**src/rtl/alu_op_sequencer.sv**
```systemverilog
// Issue/collect wrapper around the combinational 32-bit ALU: registers a request onto the
// ALU inputs, waits SETTLE_CYCLES, then captures and holds the result for downstream.
`timescale 1ns/1ps
module alu_op_sequencer #(
  parameter int SETTLE_CYCLES = 1,
  parameter int COUNT_W       = 16
) (
  input  logic               clk,
  input  logic               rst,
  input  logic               in_valid,
  output logic               in_ready,
  input  logic [31:0]        in_A,
  input  logic [31:0]        in_B,
  input  logic [2:0]         in_op,
  output logic [31:0]        alu_A,
  output logic [31:0]        alu_B,
  output logic [2:0]         alu_op,
  input  logic [31:0]        alu_res,
  input  logic               alu_zero,
  input  logic               alu_overflow,
  output logic               out_valid,
  input  logic               out_ready,
  output logic [31:0]        out_res,
  output logic               out_zero,
  output logic               out_overflow,
  output logic               ovf_sticky,
  input  logic               clr_sticky,
  output logic [COUNT_W-1:0] op_count,
  output logic               busy
);

  typedef enum logic [1:0] {IDLE, SETTLE, HOLD} state_t;

  localparam logic [3:0] SETTLE_LOAD = 4'(SETTLE_CYCLES);

  state_t     state, state_next;
  logic [3:0] cnt;
  logic       accept, capture, consume;

  always_ff @(posedge clk) begin
    if (rst) state <= IDLE;
    else     state <= state_next;
  end

  always_comb begin
    state_next = state;
    accept     = 1'b0;
    capture    = 1'b0;
    consume    = 1'b0;
    case (state)
      IDLE:    if (in_valid)     begin accept  = 1'b1; state_next = SETTLE; end
      SETTLE:  if (cnt == 4'd1)  begin capture = 1'b1; state_next = HOLD;   end
      HOLD:    if (out_ready)    begin consume = 1'b1; state_next = IDLE;   end
      default: state_next = IDLE;
    endcase
  end

  assign in_ready = (state == IDLE) & ~rst;
  assign busy     = (state != IDLE);

  // Operands stay on the ALU after completion; only a new accept replaces them.
  always_ff @(posedge clk) begin
    if (rst) begin
      alu_A  <= '0;
      alu_B  <= '0;
      alu_op <= '0;
      cnt    <= '0;
    end else if (accept) begin
      alu_A  <= in_A;
      alu_B  <= in_B;
      alu_op <= in_op;
      cnt    <= SETTLE_LOAD;
    end else if (state == SETTLE) begin
      cnt    <= cnt - 4'd1;
    end
  end

  always_ff @(posedge clk) begin
    if (rst) begin
      out_res      <= '0;
      out_zero     <= 1'b0;
      out_overflow <= 1'b0;
      out_valid    <= 1'b0;
    end else if (capture) begin
      out_res      <= alu_res;
      out_zero     <= alu_zero;
      out_overflow <= alu_overflow;
      out_valid    <= 1'b1;
    end else if (consume) begin
      out_valid    <= 1'b0;
    end
  end

  // A captured overflow takes priority over a clear arriving on the same edge.
  always_ff @(posedge clk) begin
    if (rst)                          ovf_sticky <= 1'b0;
    else if (capture && alu_overflow) ovf_sticky <= 1'b1;
    else if (clr_sticky)              ovf_sticky <= 1'b0;
  end

  always_ff @(posedge clk) begin
    if (rst)          op_count <= '0;
    else if (consume) op_count <= op_count + COUNT_W'(1);
  end

endmodule

```
**config.mk**
```make
export PLATFORM = sky130hd
export DESIGN_NAME = alu_op_sequencer
export DESIGN_NICKNAME = d
export VERILOG_FILES = /design/src/rtl/alu_op_sequencer.sv
export SDC_FILE = /design/constraint.sdc
export NUM_CORES = 1
export LEC_CHECK = 0
export CAP_MARGIN = 15
export CORE_MARGIN = 2
export CORE_UTILIZATION = 40
export DETAILED_ROUTE_END_ITERATION = 8
export HOLD_SLACK_MARGIN = 0.02
export PLACE_DENSITY = 0.83
export RECOVER_POWER = 100
export SETUP_SLACK_MARGIN = 0.02
export SLEW_MARGIN = 20
export SYNTH_ARGS = -nofsm -noshare
export SYNTH_HDL_FRONTEND = slang
export SYNTH_SLANG_ARGS = --single-unit
```
**constraint.sdc**
```tcl
create_clock -name clk -period 2 [get_ports clk]
set_input_delay 0.4 -clock clk [delete_from_list [all_inputs] [get_ports clk]]
set_output_delay 0.4 -clock clk [all_outputs]
set_load 0.01 [all_outputs]
```
[Word level (Yosys, flattened, before mapping)]
Index checks and enable logic that the tools add are counted.
Cells by class
  eq/ne operators: 6
  multiplexer cells: 16
  bitwise gates (word level): 2
  reduce and logical (&&, ||, !) cells: 8
  add/subtract/negate cells: 2
Operator list (count)
  $add A16 B1 Y16 const B: 1
  $mux W1: 12
  $reduce_bool A2 Y1: 4
  $mux W2: 3
  $ne A2 B2 Y1 const B: 3
  $pmux W2 S3: 1
  $eq A4 B1 Y1 const B: 1
  $sub A4 B1 Y4 const B: 1
  $reduce_and A3 Y1: 1
  $eq A2 B1 Y1 const B: 1
  $eq A2 B2 Y1 const B: 1
  $logic_not A2 Y1: 1
  $reduce_or A2 Y1: 1
  $and A1 B1 Y1: 1
  $logic_and A1 B1 Y1: 1
  $not A1 Y1: 1
Word-level totals
  output and inout port bits: 121
  register bits: 125
  logic and storage cells: 46

[Longest topological paths before layout]
  depth after elaboration: 5
  depth in mapped cells: 8
  depth with buffers taken out: 6

[Worst setup path after synthesis]
Ideal clock, no wire load.
  kind: input to output
  from: input port rst
  to: output port in_ready
  data required time: 1.600 ns
  data arrival time: 1.331 ns
  stages on the path: 4
  slack: 0.269 ns
  cells stage by stage: clkbuf_1 -> clkbuf_1 -> clkbuf_1 -> nor2_1
Between the ends
  word-level cells in the longest chain between the ends: 2
RTL lines
  start: declaration: RTL line 9  | input logic rst,
  $not A1 Y1: RTL line 58  | assign in_ready = (state == IDLE) & ~rst;
  $and A1 B1 Y1: RTL line 58
  end: declaration: RTL line 11  | output logic in_ready,
No other way between the ends.

[Worst setup path in the final report]
  from: register op_count[2]
  to: output port op_count[2]
RTL lines
  start: declaration: RTL line 28  | output logic [COUNT_W-1:0] op_count,
  start signal: assignment: RTL line 103  | else if (consume) op_count <= op_count + COUNT_W'(1);
No word-level cell between the ends.

==> results.cfg <==
[cts]
cts_hold_buf = 0
cts-htree-levels = 4
clock-root-buffer = sky130_fd_sc_hd__clkbuf_16
clkSlewWorstSetupHoldPaths_ns = 0.06
clock_sink_count = 125
cts-buffers-inserted = 17
tritoncts = done
worstSkewPairLatency_ns = 0.41
cts.path.max_buffers = 2

[die]
core_region_area_um2 = 11000
placementRows = 38
floorplan.die.width_um = 111
fp.dieH_um = 111
fp.dieArea_um2 = 12200
floorplan.initialDensity = 0.414
io_pins = 227

[grt]
number_of_global_route_vias_before_repair = 4620
grt_first_pass_wirelength_mm = 21.6
grt_remaining_overflow = 0
antenna_violations_before_repair = 0
grt_start_max_net_pins = 127
grt_usage = 0.216

[synthesis]
yosys-top-cells-count = 207 x sky130_fd_sc_hd__nand2_1, 125 x sky130_fd_sc_hd__dfxtp_1, 112 x sky130_fd_sc_hd__a21oi_1
yosys_warnings = 0
post_synth_edffs = 0
post_synth.cell_area_avg_um2 = 8.00
synth-seq-area-share = 0.550
post_synth_num_cell_types = 34
synth_flop_cell = sky130_fd_sc_hd__dfxtp_1
synth_most_common_cell = sky130_fd_sc_hd__nand2_1
postSynthNetCount = 678
yosysTopAreaCellShare = 0.550
postSynth.asyncResetShare = 0
netlist_area_um2 = 4550
synth_seq_cells = 125
largest_cells_by_area_after_synthesis = sky130_fd_sc_hd__dfxtp_1 55%, sky130_fd_sc_hd__nand2_1 17%, sky130_fd_sc_hd__a21oi_1 12%
cell_type_with_the_largest_total_area_after_synthesis = sky130_fd_sc_hd__dfxtp_1
post_synth_inst_count = 569

[sta]
final-setup-viol-count = 0
achievable-frequency_ghz = 0.521
final_period_minus_worst_setup_slack_ns = 1.92
tns_ns = 0
fin_ws_ns = 0.0816
finClkSkew_ns = 0.00833
worst_hold_slack_ns = 0.449
grt_setup_unrepaired = false
tightestPinTransition_ns = 0.686
finalCritPeriodShare = 0.959
final_max_slew_viols = 0
finalHoldViolCount = 0
max-slew-margin-rel = 0.543

[place]
numPortBuffers = 226
dpl-instance-area_um2 = 7010
dp.final_hpwl_mm = 9.54
gp_congestion = 0.823
placement.setup.worst_slack_ns = -0.175

[routing]
average_wire_per_standard_cell_um = 14.2
drt_iter0_drc = 405
via_cell_ratio = 4.99
detail_route.drc_violations = 0
detailedRoute.firstPassIterationCount = 4
detail_route.wirelength_mm = 13.4
antenna_left = 0
vias = 4696

[hold_path]
hold_depth = 2
holdCritPathClass = register to register
hold_end = out_res[5]
hold_path.startpoint = out_res[5]

[finish]
nNetsFinal = 901
finish.instance_area_um2 = 7510
n_antenna_cell = 0
share_of_layout_cells_above_drive_strength_1 = 0.0586
final-seq-area_um2 = 2500
finish.utilization = 0.684
num-fill-cells = 857
multi_input_comb_area_um2 = 1850
area_growth_pct = 65.0

[critical_path]
data_required_time_of_the_worst_path_ns = 1.60
worstSetupEndpointType = primary output
timing.critical_path.from_type = register
worst_r2r_path_depth = 6
r2r_start = state[0]
critical_path.max_fanout = 6
worst_ep_arrival_time_ns = 1.52
timing.setup.critical_path_class = register to primary output
worstReg2RegEnd = out_res[8]
r2r_setup_slack_ns = 0.15

[status]
status = finished, final reports clean

[run]
timing.max_cap.violations = 0

[power_and_ir_drop]
total_leakage_power_nw = 3.10
worst_ir_drop_vdd_mv = 0.459
cellPowerDensity_nw_per_um2 = 867
[critical path, cell delays in order (launching register included)]
cell                            delay, ns
sky130_fd_sc_hd__dfxtp_1             0.34
sky130_fd_sc_hd__buf_4               0.15
sky130_fd_sc_hd__dlygate4sd3_1       0.61
[worst max path at each step]
| stage | start | to | slack, ns | depth (start not counted) |
|---|---|---|---|---|
| 3_5_place_dp | out_ready | op_count[15] | -0.17 | 5 |
| 2_1_floorplan | rst | in_ready | 0.27 | 4 |
| 4_1_cts | state[0] | busy | 0.07 | 3 |
| 6_report | op_count[2] | op_count[2] | 0.08 | 2 |
| 5_1_grt | state[0] | busy | 0.03 | 3 |
| 3_3_place_gp | out_ready | op_count[15] | -0.18 | 5 |
[power by group]
group	internal [mW]	leakage (nW)	switching, mW
logic	0.492	1.81	0.435
clock network	1.83	0.264	1.04
registers	2.64	1.02	0.0716
total	4.96	3.10	1.55
[metrics by stage]
step / std cells / total power [mW]
floorplan: 569 / 3.16
global placement: 912 / 3.72
detailed placement: 912 / 3.75
CTS: 942 / 6.65
global route: 942 / 6.77
finish: 942 / 6.51
[final cells by class]
cell class / instances / share of cell area
repair buffers: 244 / 0.321
clock inverters: 8 / 0.0127
well taps: 140 / 0.0233
flip-flops and latches: 125 / 0.333
inverters: 7 / 0.00350
multi-input cells: 397 / 0.246
clock buffers: 21 / 0.0600
[flip-flops by register name, indices dropped and copies added, names as in the netlist]
register,flops
alu_A,32
alu_B,32
out_res,32
op_count,16
cnt,4
alu_op,3
state,2
out_overflow,1
out_valid,1
out_zero,1
ovf_sticky,1
[layer usage]
metal  vias up  GRT usage  part of all wire
li1       2305          -                 -
met1      2147      0.237              0.39
met2       210      0.376              0.49
met3        34     0.0793             0.089
met4         0     0.0917             0.026
met5         -          0                 0
[cells by family after synthesis]
group | count (synthesis) | share of synthesized area
adders and majority gates | 3 | 0.00825
muxes | 3 | 0.00715
xor gates and xnor gates | 8 | 0.0154
buffers and inverters | 47 | 0.0418
AOI/OAI and AO/OA | 125 | 0.142
DFF | 125 | 0.550
and+or+nand+nor | 258 | 0.236
[cells in the final DEF (no fill, tap or decap), drive strengths merged, types with 6 or more instances in the layout]
cell,instances
clkbuf,29
clkdlybuf4s50,104
inv,7
dlygate4sd3,120
o21ai,6
nor2,19
buf,11
dfxtp,125
a21oi,112
nand2,207
[timing repair]
action                     in CTS  in global routing
setup endpoints to repair       2                  0
setup buffers                   1                  0
resized for setup               3                  0
Note: power is estimated with default switching activity, not from simulation.
